[src/rtl/unique_dispatcher.sv]
// Group dispatcher: buffers packed groups and emits one beat per unique
// non-zero value, with the positions it occupies, lowest unique first.
module unique_dispatcher #(
    parameter int GROUP_SIZE             = 4,
    parameter int DATA_WIDTH             = 8,
    parameter int LOG_MAX_ITERS          = 16,
    parameter int LOG_MAX_READS_PER_ITER = 16
) (
    input  logic                                   clk,
    input  logic                                   rst,
    input  logic                                   configure,
    input  logic [LOG_MAX_ITERS-1:0]               num_iters,
    input  logic [LOG_MAX_READS_PER_ITER-1:0]      num_reads_per_iter,
    input  logic [GROUP_SIZE*DATA_WIDTH+GROUP_SIZE*GROUP_SIZE+GROUP_SIZE-1:0] data_in,
    input  logic                                   valid_in,
    output logic                                   avail_out,
    output logic [DATA_WIDTH+GROUP_SIZE:0]         data_out,
    output logic                                   valid_out,
    input  logic                                   avail_in,
    output logic                                   done,
    output logic                                   overflow_err
);

    localparam int GS = GROUP_SIZE;
    localparam int DW = DATA_WIDTH;
    localparam int LI = LOG_MAX_ITERS;
    localparam int LR = LOG_MAX_READS_PER_ITER;
    localparam int PW = GS*DW + GS*GS + GS;

    typedef enum logic [1:0] {
        S_IDLE,
        S_LOAD,
        S_EMIT,
        S_DONE
    } state_t;

    state_t              state_q, state_d;
    logic [1:0][PW-1:0]  mem_q, mem_d;
    logic                wr_ptr_q, wr_ptr_d;
    logic                rd_ptr_q, rd_ptr_d;
    logic [1:0]          cnt_q, cnt_d;
    logic [GS-1:0]       pending_q, pending_d;
    logic [LI-1:0]       iters_q, iters_d;
    logic [LR-1:0]       reads_q, reads_d;
    logic [LR-1:0]       nreads_q, nreads_d;
    logic                ovf_q, ovf_d;

    logic [PW-1:0]       head;
    logic [GS*DW-1:0]    vals;
    logic [GS*GS-1:0]    rep;
    logic [GS-1:0]       zero;
    logic [GS-1:0]       diag;
    logic [GS-1:0]       sel_oh;
    logic [GS-1:0]       rest;
    logic [GS-1:0]       pos;
    logic [DW-1:0]       val;
    logic                enabled;
    logic                wr_ok;
    logic                beat;
    logic                pop;

    always_comb begin
        head = mem_q[rd_ptr_q];
        vals = head[GS*DW-1:0];
        rep  = head[GS*DW +: GS*GS];
        zero = head[GS*DW+GS*GS +: GS];
        diag = '0;
        for (int i = 0; i < GS; i++) begin
            diag[i] = rep[i*GS+i];
        end
        // isolate lowest pending unique
        sel_oh = pending_q & (~pending_q + GS'(1));
        rest   = pending_q & ~sel_oh;
        pos    = '0;
        val    = '0;
        for (int i = 0; i < GS; i++) begin
            if (sel_oh[i]) begin
                pos = rep[i*GS +: GS];
                val = vals[i*DW +: DW];
            end
        end
    end

    always_comb begin
        enabled = (state_q == S_LOAD) || (state_q == S_EMIT);
        wr_ok   = valid_in && enabled && (cnt_q != 2'd2) && !configure;
        beat    = (state_q == S_EMIT) && avail_in;
        pop     = beat && (rest == '0);

        state_d   = state_q;
        mem_d     = mem_q;
        wr_ptr_d  = wr_ptr_q;
        rd_ptr_d  = rd_ptr_q;
        cnt_d     = cnt_q;
        pending_d = pending_q;
        iters_d   = iters_q;
        reads_d   = reads_q;
        nreads_d  = nreads_q;
        ovf_d     = ovf_q;

        if (configure) begin
            wr_ptr_d  = 1'b0;
            rd_ptr_d  = 1'b0;
            cnt_d     = 2'd0;
            pending_d = '0;
            ovf_d     = 1'b0;
            iters_d   = num_iters;
            reads_d   = num_reads_per_iter;
            nreads_d  = num_reads_per_iter;
            if (num_iters != '0 && num_reads_per_iter != '0) begin
                state_d = S_LOAD;
            end else begin
                state_d = S_DONE;
            end
        end else begin
            if (valid_in && !wr_ok) begin
                ovf_d = 1'b1;
            end
            if (wr_ok) begin
                mem_d[wr_ptr_q] = data_in;
                wr_ptr_d        = ~wr_ptr_q;
            end
            if (pop) begin
                rd_ptr_d = ~rd_ptr_q;
            end
            cnt_d = cnt_q + {1'b0, wr_ok} - {1'b0, pop};

            case (state_q)
                S_LOAD: begin
                    if (cnt_q != 2'd0) begin
                        pending_d = diag & ~zero;
                        state_d   = S_EMIT;
                    end
                end
                S_EMIT: begin
                    if (beat) begin
                        pending_d = rest;
                    end
                    if (pop) begin
                        state_d = S_LOAD;
                        if (reads_q == LR'(1)) begin
                            reads_d = nreads_q;
                            iters_d = iters_q - LI'(1);
                            if (iters_q == LI'(1)) begin
                                state_d = S_DONE;
                            end
                        end else begin
                            reads_d = reads_q - LR'(1);
                        end
                    end
                end
                default: ;
            endcase
        end
    end

    always_ff @(posedge clk or negedge rst) begin
        if (!rst) begin
            state_q   <= S_IDLE;
            mem_q     <= '0;
            wr_ptr_q  <= 1'b0;
            rd_ptr_q  <= 1'b0;
            cnt_q     <= 2'd0;
            pending_q <= '0;
            iters_q   <= '0;
            reads_q   <= '0;
            nreads_q  <= '0;
            ovf_q     <= 1'b0;
        end else begin
            state_q   <= state_d;
            mem_q     <= mem_d;
            wr_ptr_q  <= wr_ptr_d;
            rd_ptr_q  <= rd_ptr_d;
            cnt_q     <= cnt_d;
            pending_q <= pending_d;
            iters_q   <= iters_d;
            reads_q   <= reads_d;
            nreads_q  <= nreads_d;
            ovf_q     <= ovf_d;
        end
    end

    // an all-zero group leaves pending empty, giving the single zero beat
    always_comb begin
        avail_out    = enabled && (cnt_q == 2'd0);
        valid_out    = beat;
        data_out     = beat ? {rest == '0, pos, val} : '0;
        done         = (state_q == S_DONE);
        overflow_err = ovf_q;
    end

endmodule
[config.mk]
export PLATFORM = sky130hd
export DESIGN_NAME = unique_dispatcher
export DESIGN_NICKNAME = d
export VERILOG_FILES = /design/src/rtl/unique_dispatcher.sv
export SDC_FILE = /design/constraint.sdc
export NUM_CORES = 1
export LEC_CHECK = 0
export CORE_MARGIN = 2
export CORE_UTILIZATION = 35
export CTS_CLUSTER_DIAMETER = 30
export DETAILED_ROUTE_END_ITERATION = 10
export GPL_ROUTABILITY_DRIVEN = 0
export GPL_TIMING_DRIVEN = 0
export HOLD_SLACK_MARGIN = 0.05
export MAX_ROUTING_LAYER = met4
export SKIP_LAST_GASP = 1
export SLEW_MARGIN = 10
export SYNTH_ARGS = -nofsm -noshare
export SYNTH_HDL_FRONTEND = slang
export SYNTH_SLANG_ARGS = --single-unit
export TNS_END_PERCENT = 10
[constraint.sdc]
create_clock -name clk -period 4.5 [get_ports clk]
set_input_delay 0.675 -clock clk [delete_from_list [all_inputs] [get_ports clk]]
set_output_delay 0.675 -clock clk [all_outputs]
set_load 0.02 [all_outputs]
==> results of run 1 <==
## flip-flops by register name (all words and copies together) (netlist names)
register	cells
cnt_q	2
mem_q	104
pending_q	4
nreads_q	16
iters_q	16
overflow_err	1
reads_q	16
rd_ptr_q	1
state_q	2
wr_ptr_q	1
## per-layer routing
layer / global-route usage, % / routed length, um / part of all wire [%]
met5: - / 0 / 0
met4: 5.801 / 430 / 2.0
met3: 3.469 / 923 / 4.3
met2: 28.30 / 9801 / 46
met1: 25.26 / 10210 / 48
## cells by family (layout without fill, tap and decap cells)
group	after synthesis	count (layout)	share of synthesized area, %
compound gates	136	136	11.05
xor+xnor	17	17	1.816
fa+ha+maj	9	9	1.374
buf+inv	70	207	3.251
flops	163	163	49.76
mux	164	164	22.10
simple gates	160	160	10.65
## worst max-delay path by stage
stage | from | to | slack (ns) | cells after the start
2_1_floorplan | avail_in | cnt_q[1] | 1.88 | 11
3_3_place_gp | rst | mem_q[5] | -4.19 | 1
3_5_place_dp | avail_in | data_out[12] | 0.70 | 7
4_1_cts | rd_ptr_q | data_out[8] | 0.61 | 7
5_1_grt | rd_ptr_q | data_out[5] | 0.39 | 7
6_report | rd_ptr_q | data_out[1] | 0.61 | 6
## Yosys cell counts (all sizes together), types with 2 or more instances
| cell type | count | area [um2] |
|---|---|---|
| a211oi | 2 | 15.01 |
| a21o | 2 | 15.01 |
| a21oi | 18 | 90.09 |
| a221oi | 8 | 70.07 |
| a22o | 3 | 26.28 |
| a22oi | 10 | 75.07 |
| a31oi | 7 | 43.79 |
| buf | 5 | 22.52 |
| clkbuf | 36 | 135.1 |
| dfrtp | 163 | 4079 |
| ha | 9 | 112.6 |
| inv | 29 | 108.9 |
| mux2 | 136 | 1531 |
| mux2i | 28 | 280.3 |
| nand2 | 43 | 161.4 |
| nand2b | 5 | 31.28 |
| nand3 | 9 | 45.04 |
| nand3b | 2 | 15.01 |
| nand4 | 5 | 46.29 |
| nor2 | 37 | 138.9 |
| nor2b | 6 | 37.54 |
| nor3 | 14 | 86.34 |
| nor4 | 20 | 158.9 |
| nor4b | 3 | 32.53 |
| o2111ai | 2 | 17.52 |
| o211ai | 4 | 30.03 |
| o21a | 2 | 15.01 |
| o21ai | 41 | 205.2 |
| o22a | 8 | 70.07 |
| o22ai | 8 | 50.05 |
| o311ai | 2 | 17.52 |
| o31ai | 4 | 30.03 |
| o32ai | 3 | 26.28 |
| o41ai | 2 | 17.52 |
| or3 | 7 | 43.79 |
| or4 | 2 | 18.77 |
| or4b | 2 | 20.02 |
| xnor2 | 11 | 96.34 |
| xor2 | 6 | 52.55 |
## stage by stage
stage	setup TNS [ns]	total power [mW]	hold WS (ns)	setup WS, ns
after global routing	0	5.717	0.2663	0.3928
after CTS	0	5.423	0.2487	0.6137
after floorplan	0	3.407	0.3794	1.875
after detailed placement	0	3.936	0.4723	0.6954
final	0	5.379	0.2130	0.6066
after global placement	-680.88	3.889	0.4636	-4.188
## worst reg2reg max path, stage by stage (launching register included)
cell,delay (ns)
dfrtp_1,0.35
clkbuf_1,0.20
a211oi_1,0.52
o21ai_1,0.25
inv_2,0.12
clkbuf_1,0.54
ha_1,0.35
inv_1,0.05
ha_1,0.14
xor2_1,0.18
xnor2_1,0.14
nor2_1,0.06
## report_power, final
group	switching (mW)	internal (mW)	leakage, nW
clock network	0.665	0.807	0.293
registers	0.291	2.00	1.97
logic	0.755	0.865	1.84
total	1.71	3.67	4.11
## layout make-up
cell class | count | area [um2]
Multi-Input combinational cell | 486 | 3852
Buffer | 41 | 157.7
Clock buffer | 18 | 439.2
Timing Repair Buffer | 105 | 1074
Clock inverter | 14 | 160.2
Inverter | 29 | 108.9
Fill cell | 2248 | 12990
Sequential cell | 163 | 4079
Tap cell | 319 | 399.1
==> results_dict.tcl, run 1 <==
set metrics [dict create \
    status "complete, no violations" \
    synth_ff_type "dfrtp_1" \
    drive_gt1_share_pct 20.21 \
    antenna_found_initial 0 \
    path_clk_slew_ns 0.07 \
    p_leak_nw 4.108 \
    area_growth_pct 25.27 \
    ys_seq_area_share_pct 49.76 \
    cp_cell_sequence "clkbuf_1 -> buf_1 -> mux2i_1 -> o22a_1 -> a21oi_1 -> clkdlybuf4s50_1" \
    placed_cell_area_um2 9671 \
    slowest_delay_ns 0.69 \
    reg2reg_setup_slack_ns 1.47 \
    maxSlewHeadroom_pct 34.44 \
    syn-num-nets 817 \
    cts_tree "yes" \
    wl_um 21370 \
    critPathBufInv 3 \
    yosys_warnings 0 \
    setup.worst_path.start_class "flop" \
    fmax_ghz 0.2568 \
    synth-edff-count 0 \
    setup.worst_path.end_class "output port" \
    synth-seq-cells 163 \
    initial_utilization_pct 35.24 \
    h-tree-depth 4 \
    antenna_cells 0 \
    firstDrtPassIters 4 \
    final_nets 941 \
    viasPerCell 5.227 \
    setup_viol 0 \
    cts_buffer_depth 2 \
    synthCells 719 \
    rr_endpoint "cnt_q[1]" \
    path_max_fanout 10 \
    rsz0062_at_grt "no" \
    row_count 56 \
    io_pins 106 \
    syn_area_um2 8198 \
    cts-resized-gates 0 \
    crit_arrival_ns 3.22 \
    grt_max_degree 83 \
    port-buffer-count 104 \
    hold_buffers 0 \
    core_area_um2 23260 \
    fp.dieH_um 157.0 \
    post_synth.cell_area_avg_um2 11.40 \
    clock_latency_ns 0.43 \
    fin_crit_sh_pct 86.52 \
    path_class "reg -> out" \
    finalNonFillerCells 1175 \
    die_w_um 157.0 \
    postCtsSetupRepairBufs 0 \
    mostFrequentLayoutCell "dfrtp_1" \
    ant_nets 0 \
    wire_per_inst_um 18.18 \
    drc 0 \
    num_vias 6142 \
    grt_pass1_vias 6216 \
    crit_family "buffers and inverters" \
    final_core_util_pct 44.15 \
    async_flop_share_pct 100.0 \
    max-cap-violations 0 \
    powerDensity_nw_per_um2 523.7 \
    drv_slew 0 \
    stdcell_area_um2 10270 \
    track_usage_pct 18.59 \
    ff2ff_path_depth 11 \
    slowest_stage "buf_1" \
    grt_overflow_total 0 \
    vdd_drop_max_mv 0.2638 \
    hp-class "in -> async" \
    final_cell_mix "dfrtp_1, mux2_2, clkdlybuf4s50_1" \
    dp.cells 1143 \
    grt_pass1_wl_um 34090 \
    drt_iter0_markers 337 \
    required_ns 3.83 \
    clock-sinks 163 \
    dieArea_um2 24660 \
    fin_crit_ns 3.893 \
    tightestPinTransition_ns 0.9760 \
    cts-root-buf "clkbuf_16" \
    synth.distinct_cells 66 \
    finClkSkew_ns 0.01070 \
    r2r-start "pending_q[1]" \
    place_hpwl_um 15580 \
    cts_made_buffers 17 \
    hold_violations 0 \
]
Power figures use the tool's default switching activity.
==> run 2: changes to the inputs <==
--- a/config.mk
+++ b/config.mk
@@ -13,8 +13,8 @@
 export GPL_TIMING_DRIVEN = 0
 export HOLD_SLACK_MARGIN = 0.05
 export MAX_ROUTING_LAYER = met4
+export PLACE_DENSITY_LB_ADDON = 0.15
 export SKIP_LAST_GASP = 1
-export SLEW_MARGIN = 10
 export SYNTH_ARGS = -nofsm -noshare
 export SYNTH_HDL_FRONTEND = slang
 export SYNTH_SLANG_ARGS = --single-unit
==> results_dict.tcl, run 2 (same netlist as run 1, synthesis figures left out) <==
set metrics [dict create \
    required_ns 3.83 \
    track_usage_pct 19.29 \
    clock_latency_ns 0.44 \
    path_max_fanout 11 \
    wire_per_inst_um 18.95 \
    cts_buffer_depth 2 \
    firstDrtPassIters 5 \
    finalNonFillerCells 1175 \
    row_count 56 \
    fin_crit_ns 3.992 \
    drt_iter0_markers 351 \
    h-tree-depth 4 \
    antenna_found_initial 0 \
    vdd_drop_max_mv 0.2443 \
    ant_nets 0 \
    core_area_um2 23260 \
    fin_crit_sh_pct 88.70 \
    hold_buffers 0 \
    wl_um 22270 \
    cts-resized-gates 0 \
    path_class "reg -> out" \
    grt_max_degree 110 \
    fmax_ghz 0.2505 \
    largest_reg_flops 104 \
    drv_slew 0 \
    dp.cells 1143 \
    cts_tree "yes" \
    dieArea_um2 24660 \
    port-buffer-count 104 \
    setup_viol 0 \
    cp-startpoint "pending_q[1]" \
    final_nets 941 \
    grt_pass1_vias 6091 \
    clock-sinks 163 \
    setup.worst_path.start_class "flop" \
    max-cap-violations 0 \
    io_pins 106 \
    fp.dieH_um 157.0 \
    place_hpwl_um 15770 \
    finClkSkew_ns 0.01594 \
    r2r-start "pending_q[1]" \
    hold_violations 0 \
    cts-root-buf "clkbuf_16" \
    path_clk_slew_ns 0.08 \
    tightestPinTransition_ns 1.016 \
    area_growth_pct 25.58 \
    largest_register "mem_q" \
    grt_pass1_wl_um 34690 \
    powerDensity_nw_per_um2 528.1 \
    hp-class "in -> async" \
    cts_made_buffers 17 \
    crit_arrival_ns 3.32 \
    final_cell_mix "dfrtp_1, mux2_2, clkdlybuf4s50_1" \
    die_w_um 157.0 \
    p_leak_nw 4.116 \
    setup.worst_path.end_class "output port" \
    status "complete, no violations" \
    antenna_cells 0 \
    grt_overflow_total 0 \
    tns_ns 0 \
    drive_gt1_share_pct 20.21 \
    num_vias 6129 \
    maxSlewHeadroom_pct 32.29 \
    mostFrequentLayoutCell "dfrtp_1" \
    viasPerCell 5.216 \
    postCtsSetupRepairBufs 0 \
    ff2ff_path_depth 11 \
    rsz0062_at_grt "no" \
    initial_utilization_pct 35.24 \
    drc 0 \
]
## run 2: changes by cell type in the layout (fill, tap and decap cells not counted), sizes merged
cell / before / now
clkinv: 3 / 9
inv: 38 / 35
bufinv: 1 / 0
clkbuf: 54 / 53
clkinvlp: 1 / 0
## run 2: where the power goes
group / switching [mW] / total, mW / internal, mW
sequential: 0.297 / 2.29 / 2.00
combinational: 0.775 / 1.64 / 0.865
clock: 0.741 / 1.50 / 0.762
total: 1.81 / 5.44 / 3.62
## run 2: worst paths after layout
kind / to / slack, ns
setup / recovery: data_out[12] / 0.51
hold / removal: iters_q[13] / 0.14
setup reg to reg: cnt_q[1] / 1.27
hold reg to reg: mem_q[7] / 0.49
max in group asynchronous: mem_q[68] / 3.44
min in group clk: mem_q[7] / 0.49
## run 2: stage by stage
stage / setup WS, ns / power [mW] / utilization, % / hold slack, ns / cell area, um2
2_1_floorplan: 1.875 / 3.407 / - / 0.3794 / 8198
3_3_place_gp: -4.399 / 3.925 / 41.43 / 0.4630 / 9638
3_5_place_dp: 0.6688 / 3.964 / 41.57 / 0.4726 / 9671
4_1_cts: 0.4533 / 5.482 / 44.26 / 0.1536 / 10290
5_1_grt: 0.3139 / 5.776 / 44.26 / 0.1627 / 10290
6_report: 0.5085 / 5.436 / 44.26 / 0.1397 / 10290
## run 2: per-layer routing
| metal | GRT usage (%) | share of wire [%] |
|---|---|---|
| met1 | 28.20 | 51 |
| met2 | 27.65 | 44 |
| met5 | - | 0 |
| met4 | 4.719 | 1.4 |
| met3 | 3.634 | 4.1 |
## run 2: area by class of cell
type | instances | area [um2]
inverters | 29 | 108.9
well taps | 319 | 399.1
clock buffers | 17 | 425.4
flip-flops and latches | 163 | 4079
multi-input cells | 486 | 3852
clock inverters | 15 | 198.9
fillers | 2268 | 12970
plain buffers | 41 | 157.7
repair buffers | 105 | 1074
## run 2: critical path, stage by stage (launching register included)
cell and delay, ns:
dfrtp_1 0.36, clkbuf_1 0.20, a211oi_1 0.59, o21ai_1 0.26, inv_2 0.13, clkbuf_1 0.60
clkdlybuf4s50_1 0.75
==> edit (config.mk and constraints of run 2) <==
Set the parameter `LOG_MAX_READS_PER_ITER` to 18 (it was 16).
--- a/src/rtl/unique_dispatcher.sv
+++ b/src/rtl/unique_dispatcher.sv
@@ -4,7 +4,7 @@
     parameter int GROUP_SIZE             = 4,
     parameter int DATA_WIDTH             = 8,
     parameter int LOG_MAX_ITERS          = 16,
-    parameter int LOG_MAX_READS_PER_ITER = 16
+    parameter int LOG_MAX_READS_PER_ITER = 18
 ) (
     input  logic                                   clk,
     input  logic                                   rst,
Ports: changed (resized num_reads_per_iter); port bits go from 106 to 108. No check against the original RTL was run, so the function may have changed too.
==> edit against run 2 <==
Core utilization is 0.30 points higher. Synthesized cell count is 2.8% higher. Critical path depth is 1 higher. Wire length is 0.33% higher. Die area is 0.98% higher. Total power is 1.4% higher. Count of clock-buffer cells in the layout stayed put. Fmax is 0.58% lower. Sequential cell count is 4 higher. Cell area is 0.98% higher. Setup slack worse by 0.023 ns. Area after synthesis is 1.0% higher. Critical path type unchanged. Highest routed layer unchanged.
==> edit: results (changes against run 2) <==
** Status
- The run finished with clean final reports.

** Worst setup path
- Register-to-Register Setup Slack :: 1.44 ns (+0.17 ns)
- Capturing element of the worst setup path :: data_out[7]
- Max Fanout on Critical Path :: 10 (-1)
- Origin of the critical flop-to-flop path :: pending_q[0]
- Worst EP arrival :: 3.34 ns (+0.02 ns)

** Global routing
- The largest net degree at the start of global routing was 117 (+6.4%).
- The met2 global-route usage came to 0.304 (+0.0270).
- Global-route wire length before repair :: 35500 microns (+2.2%)
- Global routing usage on met1 :: 0.258 (-0.0238)
- GR Util met3 :: 0.0339 (-0.00240)
- The number of global-route vias before repair came to 6297 (+3.4%).

** Drt
- Via-per-instance ratio :: 5.16 (-1.1%)
- The total routed wire length on the met1 layer came to 10700 microns (-5.1%).
- The post-detailed-routing wire length came to 22300 microns (+0.33%).
- Number of DRC markers after the initial detailed-route iteration :: 328 (-6.6%)
- The wire length on met2 was 10400 microns (+7.1%).
- Detailed Routing Iterations Pass 1 :: 4 (-1)
- Routed met3 length :: 969 microns (+5.7%)

** Placed design
- The estimated wirelength of the detail-placed design was 15800 microns (+0.34%).
- Number of port buffers :: 106 (+1.9%)
- The worst setup slack after placement was 0.890 ns (+0.222 ns).

** Yosys
- The synthesized netlist net count is 839 (+2.7%).
- The commonest cells after synthesis are 167 x dfrtp_1, 116 x mux2_2, 61 x nand2_1.
- Count of different cell masters after synthesis :: 54 (-18%)
- Sequential element share of the synthesized area :: 0.505 (+0.00713)

** Finish
- # fillers :: 2201 (-3.0%)
- Fin nets :: 965 (+2.6%)
- Layout cells sized above 1 :: 0.181 (-0.0210)

** Timing
- The final setup skew was 0.0174 ns (+0.00147 ns).
- Relative slew margins :: 0.399 (+0.0763)

** CTS
- Number of setup buffers added after CTS :: 0 (unchanged)

** Power and ir drop
- The maximum ir drop on the vdd rail came to 289 uV (+18%).
- The static leakage came to 0.00408 uW (-0.97%).
==> edit: worst min-delay path by stage <==
stage	slack (ns)	cells after the start	endpoint
global route	0.18	1	iters_q[10]
global placement	0.47	1	mem_q[5]
floorplan	0.38	0	cnt_q[0]
CTS	0.16	1	iters_q[10]
finish	0.16	1	iters_q[10]
detailed placement	0.47	1	mem_q[0]
==> edit: logic make-up after synthesis <==
logic type,count (synthesis),share of synthesized area
AOI/OAI and AO/OA,137,0.109
xor gates and xnor gates,20,0.0212
adders and majority gates,9,0.0136
buffers and inverters,68,0.0311
DFF,167,0.505
muxes,159,0.213
and+or+nand+nor,179,0.108
==> edit: worst max-delay path, stage by stage (launching register included) <==
cell and delay, ns:
dfrtp_1 0.46, nor3_1 0.66, nand2_1 0.25, clkbuf_1 0.32, o22ai_1 0.32, a221oi_1 0.08
nor2_1 0.18, clkdlybuf4s50_1 0.63
==> edit: layout make-up <==
type                    instances  area share
plain buffers                  42      0.0154
clock buffers                  17      0.0409
clock inverters                15      0.0183
inverters                      26     0.00939
multi-input cells             504       0.370
flip-flops and latches        167       0.402
well taps                     319      0.0384
repair buffers                107       0.105
==> edit: report_power, final <==
part	total (uW)	leakage [uW]	internal, uW	switching (uW)
Sequential	2350	0.00202	2050	304
Clock	1510	0.000290	799	716
Combinational	1640	0.00177	878	766
Total	5510	0.00408	3720	1790
==> edit: metrics by stage <==
stage | cells | power (uW) | utilization | area [sq um]
after floorplan | 739 | 3490 | - | 8280
after global placement | 1164 | 3980 | 0.417 | 9740
after detailed placement | 1165 | 4030 | 0.419 | 9770
after CTS | 1197 | 5550 | 0.445 | 10400
after global routing | 1197 | 5860 | 0.446 | 10400
final | 1197 | 5510 | 0.446 | 10400
